File: src/rtl/alarm_pkg.sv
// alarm_pkg: shared beeper state type and default board timing
package alarm_pkg;
  typedef enum logic [1:0] {IDLE, ON, OFF} beeper_state_t;
  localparam int DEF_TONE_HALF = 2;
  localparam int DEF_BEEP_ON = 8;
  localparam int DEF_BEEP_OFF = 4;
  localparam int DEF_NUM_BEEPS = 3;
  localparam int DEF_CNT_W = 16;
endpackage

File: src/rtl/alarm_beeper_tone_gen.sv
// tone_gen: square-wave tone flop; restart forces a fresh high half-period, !en silences
module tone_gen #(
  parameter int TONE_HALF = 2,
  parameter int CNT_W = 16
) (
  input  logic clk,
  input  logic rst,
  input  logic en,
  input  logic restart,
  output logic tone
);
  logic [CNT_W-1:0] tc;
  always_ff @(posedge clk) begin
    if (rst || !(en || restart)) begin
      tc <= '0;
      tone <= 1'b0;
    end else if (restart) begin
      tc <= '0;
      tone <= 1'b1;
    end else if (tc == CNT_W'(TONE_HALF - 1)) begin
      tc <= '0;
      tone <= ~tone;
    end else begin
      tc <= tc + 1'b1;
    end
  end
endmodule

File: src/rtl/alarm_beeper.sv
// alarm_beeper: start pulse launches NUM_BEEPS tone bursts; stop aborts (ALARM_BEEPER_RETRIGGER_EN: start restarts a running pattern)
module alarm_beeper
  import alarm_pkg::*;
#(
  parameter int TONE_HALF = DEF_TONE_HALF,
  parameter int BEEP_ON = DEF_BEEP_ON,
  parameter int BEEP_OFF = DEF_BEEP_OFF,
  parameter int NUM_BEEPS = DEF_NUM_BEEPS,
  parameter int CNT_W = DEF_CNT_W
) (
  input  logic clk,
  input  logic rst,
  input  logic start,
  input  logic stop,
  output logic buzzer,
  output logic active,
  output logic done
);
  localparam int BC_W = $clog2(NUM_BEEPS + 1);
`ifdef ALARM_BEEPER_RETRIGGER_EN
  localparam bit RETRIG = 1'b1;
`else
  localparam bit RETRIG = 1'b0;
`endif
  beeper_state_t state, state_n;
  logic [CNT_W-1:0] ph, ph_n;
  logic [BC_W-1:0] bc, bc_n;
  logic restart, en, active_n, done_n, last_beep;
  assign last_beep = bc == BC_W'(NUM_BEEPS);
  always_ff @(posedge clk) begin
    if (rst) begin
      state <= IDLE;
      ph <= '0;
      bc <= '0;
      active <= 1'b0;
      done <= 1'b0;
    end else begin
      state <= state_n;
      ph <= ph_n;
      bc <= bc_n;
      active <= active_n;
      done <= done_n;
    end
  end
  always_comb begin
    state_n = state;
    ph_n = ph + 1'b1;
    bc_n = bc;
    restart = 1'b0;
    if (stop) begin
      state_n = IDLE;
      ph_n = '0;
      bc_n = '0;
    end else if (start && (state == IDLE || RETRIG)) begin
      state_n = ON;
      ph_n = '0;
      bc_n = BC_W'(1);
      restart = 1'b1;
    end else if (state == IDLE) begin
      ph_n = '0;
    end else if (state == ON && ph == CNT_W'(BEEP_ON - 1)) begin
      state_n = OFF;
      ph_n = '0;
    end else if (state == OFF && ph == CNT_W'(BEEP_OFF - 1)) begin
      state_n = last_beep ? IDLE : ON;
      ph_n = '0;
      bc_n = last_beep ? '0 : bc + 1'b1;
      restart = !last_beep;
    end
  end
  // only an unaborted OFF->IDLE exit counts as completion
  always_comb begin
    en = state_n == ON;
    active_n = state_n != IDLE;
    done_n = state == OFF && state_n == IDLE && !stop;
  end
  tone_gen #(.TONE_HALF(TONE_HALF), .CNT_W(CNT_W)) u_tone (
    .clk(clk),
    .rst(rst),
    .en(en),
    .restart(restart),
    .tone(buzzer)
  );
endmodule
File: config.mk
export PLATFORM = sky130hd
export DESIGN_NAME = alarm_beeper
export DESIGN_NICKNAME = d
export VERILOG_FILES = /design/src/rtl/alarm_pkg.sv /design/src/rtl/alarm_beeper_tone_gen.sv /design/src/rtl/alarm_beeper.sv
export SDC_FILE = /design/constraint.sdc
export NUM_CORES = 1
export LEC_CHECK = 0
export CAP_MARGIN = 20
export CORE_ASPECT_RATIO = 2
export CORE_MARGIN = 2
export CORE_UTILIZATION = 42
export CTS_CLUSTER_DIAMETER = 100
export DETAILED_ROUTE_END_ITERATION = 16
export PLACE_DENSITY = 0.69
export SLEW_MARGIN = 20
export SYNTH_ARGS = -nofsm -noshare
export SYNTH_HDL_FRONTEND = slang
export SYNTH_HIERARCHICAL = 1
export SYNTH_SLANG_ARGS = --single-unit
File: constraint.sdc
create_clock -name clk -period 5.8 [get_ports clk]
set_clock_uncertainty 0.15 [all_clocks]
set_input_delay 1.74 -clock clk [delete_from_list [all_inputs] [get_ports clk]]
set_output_delay 1.74 -clock clk [all_outputs]
set_load 0.02 [all_outputs]
; ---- Word-level counts from Yosys, hierarchy flattened
; Index checks and enable logic that the tools add are counted.
[word_totals]
wordCells = 62
memories = 0
rom_bits = 0
regBits = 39
ram_bits = 0
latch_bits = 0
inputBits = 4
[op_classes]
mul = 0
n_reduce_logical = 21
order_cmp = 0
add_sub_neg = 3
bitwise = 3
mux = 18
n_shift = 0
n_div = 0
eq_ne = 9
[op_table]
columns = operator, n
row1 = $add 16x1->16 const B, 2
row2 = $eq 16x1->1 const B, 1
row3 = $eq 16x2->1 const B, 1
row4 = $eq 16x3->1 const B, 1
row5 = $mux 1, 12
row6 = $mux 2, 6
row7 = $reduce_and 3->1, 2
row8 = $reduce_bool 2->1, 3
row9 = $reduce_or 3->1, 2
row10 = $reduce_or 6->1, 1
row11 = $logic_and 1x1->1, 5
row12 = $eq 2x1->1 const B, 2
row13 = $eq 2x2->1 const B, 2
row14 = $logic_not 2->1, 2
row15 = $logic_not 1->1, 3
row16 = $not 1->1, 3
row17 = $add 2x1->2 const B, 1
row18 = $logic_or 1x1->1, 2
row19 = $ne 2x1->1 const B, 1
row20 = $ne 2x2->1 const B, 1
row21 = $reduce_or 2->1, 1

; ---- Longest topological paths before layout
[depth]
word_depth = 12
depth_mapped = 9
mapped_depth_nobuf = 8

; ---- Modules after synthesis
; Netlist, hierarchy kept.
[by_module_without_submodules]
columns = module, cells_per_inst, instances, seq_area_each_um2, area_per_inst_um2
row1 = alarm_beeper, 120, 1, 440.4, 1092.3
row2 = tone_gen, 88, 1, 340.3, 784.5

; ---- Worst setup path before layout
; No wires, ideal clock.
[synth_path]
kind = input port to flip-flop
from = in stop
to = reg u_tone.tc[11]
slack_ns = 2.575
arrival_ns = 3.011
t_required_ns = 5.586
path_stages = 6
cell_sequence = or3_1 -> o22a_2 -> a21boi_0 -> nand3_1 -> buf_4 -> nor2_1
[synth_between]
elab_chain_len = 6
word_cells_on_any_way = 7
[synth_lines]
columns = item, line
row1 = "start, declared", alarm_beeper.sv:14  ; input logic stop,
row2 = $mux 2, alarm_beeper.sv:50  ; if (stop) begin
row3 = $eq 2x1->1, alarm_beeper.sv:73  ; en = state_n == ON;
row4 = net en, alarm_beeper.sv:28  ; logic restart, en, active_n, done_n, last_beep;
row5 = $logic_or 1x1->1, alarm_beeper_tone_gen.sv:14  ; if (rst || !(en || restart)) begin
row6 = $logic_not 1->1, alarm_beeper_tone_gen.sv:14
row7 = $logic_or 1x1->1, alarm_beeper_tone_gen.sv:14
row8 = $reduce_or 3->1 (no line), n/a
row9 = "end signal, assigned", alarm_beeper_tone_gen.sv:24  ; tc <= tc + 1'b1;
row10 = "end, declared", alarm_beeper_tone_gen.sv:12  ; logic [CNT_W-1:0] tc;
; The timed path passes the listed nets, and every way through them passes these cells.
; A chain may end at the register's enable or synchronous reset.

; ---- Worst setup path after layout
[layout_path]
from = in stop
to = reg u_tone.tc[9]
; Same word-level chain as after synthesis.

==> run metrics <==
Worst Tran Pin Value a little over 0.6 ns; most frequent cells in the layout 39 x dfxtp_1, 31 x nor2_1, 13 x xor2_1; # port buffers 6; post-synthesis sequential area ratio 0.416; Yosys top cell area share 0.416; Avg Inst Size Synth between 9 and 10 µm²; layout net count 225; Final setup viols 0; CTS Hold Buffers Added 0; GP Congestion approximately 0.81; WL final around 3600 µm; TNS Setup 0 ns; pwr/cell area around 250 mW/mm²; first-pass GRT wire length 6350 µm; initial antenna violation count 0; Post-Syn Instances roughly 210; Num CTS Buffers 5; total of max-cap violations 0; starting density of the core 0.433; reg2reg path depth 7; status finished, final reports clean; max-slew violations 0; Rows 34; unique cell type count in the Yosys netlist between 40 and 50; commonest non-fill, non-tap cell in the layout dfxtp_1; Yosys top cell by area dfxtp_1; CTS clk-pin slew, worst paths 0.08 ns; DIE HEIGHT 98.5 µm; CTS max path bufs 2; area grow syn2layout 11.9%; FF+latch count, synth 39; DR vias between 1500 and 2000; number of synthesized flops with an enable pin 0; Worst VDD drop roughly 0.00018 V; fillers around 440; top cells by area, synth dfxtp_1 42%, nor2_1 6.2%, xor2_1 6.1%; worst skew pair latency slightly below 0.3 ns; wire per inst around 13 µm; type of origin of the critical path input pin; pre-CTS setup slack 1.69 ns; fin crit share 0.656; post-CTS resize count 0; unrepaired setup endpoints after global routing no; peak fanout along the critical path 16; drt pass-1 iters 4; pin count of the biggest net entering global routing 17; share of cells above drive strength 1 0.0872; n_diodes 0; CTS Root Cell clkbuf_8; number of routed nets with antenna violations 0; First DRT Iteration DRCs 28; Area after DPL 0.00198 mm²; Final Hold Viols 0; TritonCTS Sinks 39; HPWL Detailed roughly 2600 µm; Final Critical Period between 3 and 4 ns; Worst Setup End Kind flip-flop; die width about 51 µm; DRC Markers 0; CTS H-tree depth 2; io pins 7; Total GRT Usage 0.162; Setup WS post-layout approximately 2 ns; critical path class input pin to flip-flop; mapped cell area about 0.0019 mm²; Min-Delay Path Class flip-flop to flip-flop; Core Area ~0.0043 mm²; Worst slew margin 0.586; Synthesized Nets 216; FMAX between 0.2 and 0.3 GHz; Synth Warn # 6; Synth Flop Type dfxtp_1; die area around 0.0051 mm²; CTS tree yes; via/cell ratio approximately 5.6; postcts setup bufs 0; Critical Path RT just under 6 ns; Final Cell Area approximately 0.0021 mm²; Lkg Pwr 0.000683 µW; post-synthesis async set-or-reset flop share 0; Crit path arrival time a little under 4 ns; vias in the first global route about 1500; WHS Path Cells 1; global route overflow 0
flip-flops by register name, summed over array words and instances, names as in the netlist:
name	count
bc	2
active	1
u_tone/tone	1
ph	16
done	1
u_tone/tc	16
state	2
per-stage QoR:
stage | hold WS (ns) | std cells | utilization | total power [µW]
floorplan | 0.262 | 208 | - | 287
global placement | 0.279 | 264 | 0.457 | 294
detailed placement | 0.288 | 264 | 0.457 | 294
CTS | 0.304 | 272 | 0.484 | 528
global route | 0.332 | 272 | 0.484 | 542
finish | 0.300 | 272 | 0.484 | 520
final cells by class:
cell class	instances	area (µm²)	share of cell area
flip-flops and latches	39	781	0.372
clock buffers	6	82.6	0.0393
repair buffers	7	67.6	0.0322
clock inverters	2	35.0	0.0167
multi-input cells	154	1030	0.490
well taps	54	67.6	0.0322
inverters	10	37.5	0.0179
cell usage after synthesis, drive strengths merged (2+ instances only):
library cell and n:
dfxtp 39, and3 4, nor4b 2, nand3 11
and2 2, nand2 11, nor4 11, clkbuf 2
o31ai 4, buf 3, nor3 4, xor2 13
a21oi 7, nand4 12, nor2 31, o21ai 4
or4 5, inv 10, xnor2 10, or3 3
ha 4
metal layers:
| metal | routed length [µm] | up-vias | track usage |
|---|---|---|---|
| li1 | - | 771 | - |
| met1 | 1420 | 723 | 0.156 |
| met2 | 2080 | 9 | 0.298 |
| met3 | 53 | 8 | 0.0364 |
| met4 | 46 | 0 | 0.0951 |
| met5 | 0 | - | 0 |
report_power, final:
group / total (µW) / leakage [µW] / switching [µW] / internal [µW]
registers: 272 / 0.000315 / 2.62 / 270
logic: 15.7 / 0.000307 / 9.03 / 6.64
clock network: 232 / 0.0000612 / 93.2 / 139
total: 520 / 0.000683 / 105 / 416
logic make-up (layout without fill, tap and decap cells):
family | after synthesis | after routing | share of synthesized area
buffers and inverters | 15 | 25 | 0.0353
adder cells (fa/ha/maj) | 4 | 4 | 0.0267
AO/OA/AOI/OAI | 26 | 26 | 0.0960
XOR/XNOR | 23 | 23 | 0.107
AND/OR/NAND/NOR | 101 | 101 | 0.319
flip-flops | 39 | 39 | 0.416
worst max-delay path: stages:
cell	delay, ns
clkdlybuf4s50_1	0.52
or3_1	0.39
o22a_2	0.24
a21boi_0	0.26
nand3_1	0.49
nor2_1	0.22
worst paths after layout:
kind	start	to	slack (ns)
worst min register to register	ph[0]	ph[0]	0.30
worst min-delay path	ph[0]	ph[0]	0.30
worst max register to register	ph[0]	u_tone/tc[9]	3.08
worst max-delay path	stop	u_tone/tc[9]	1.99
No activity file was read; power rests on OpenSTA's default activity.
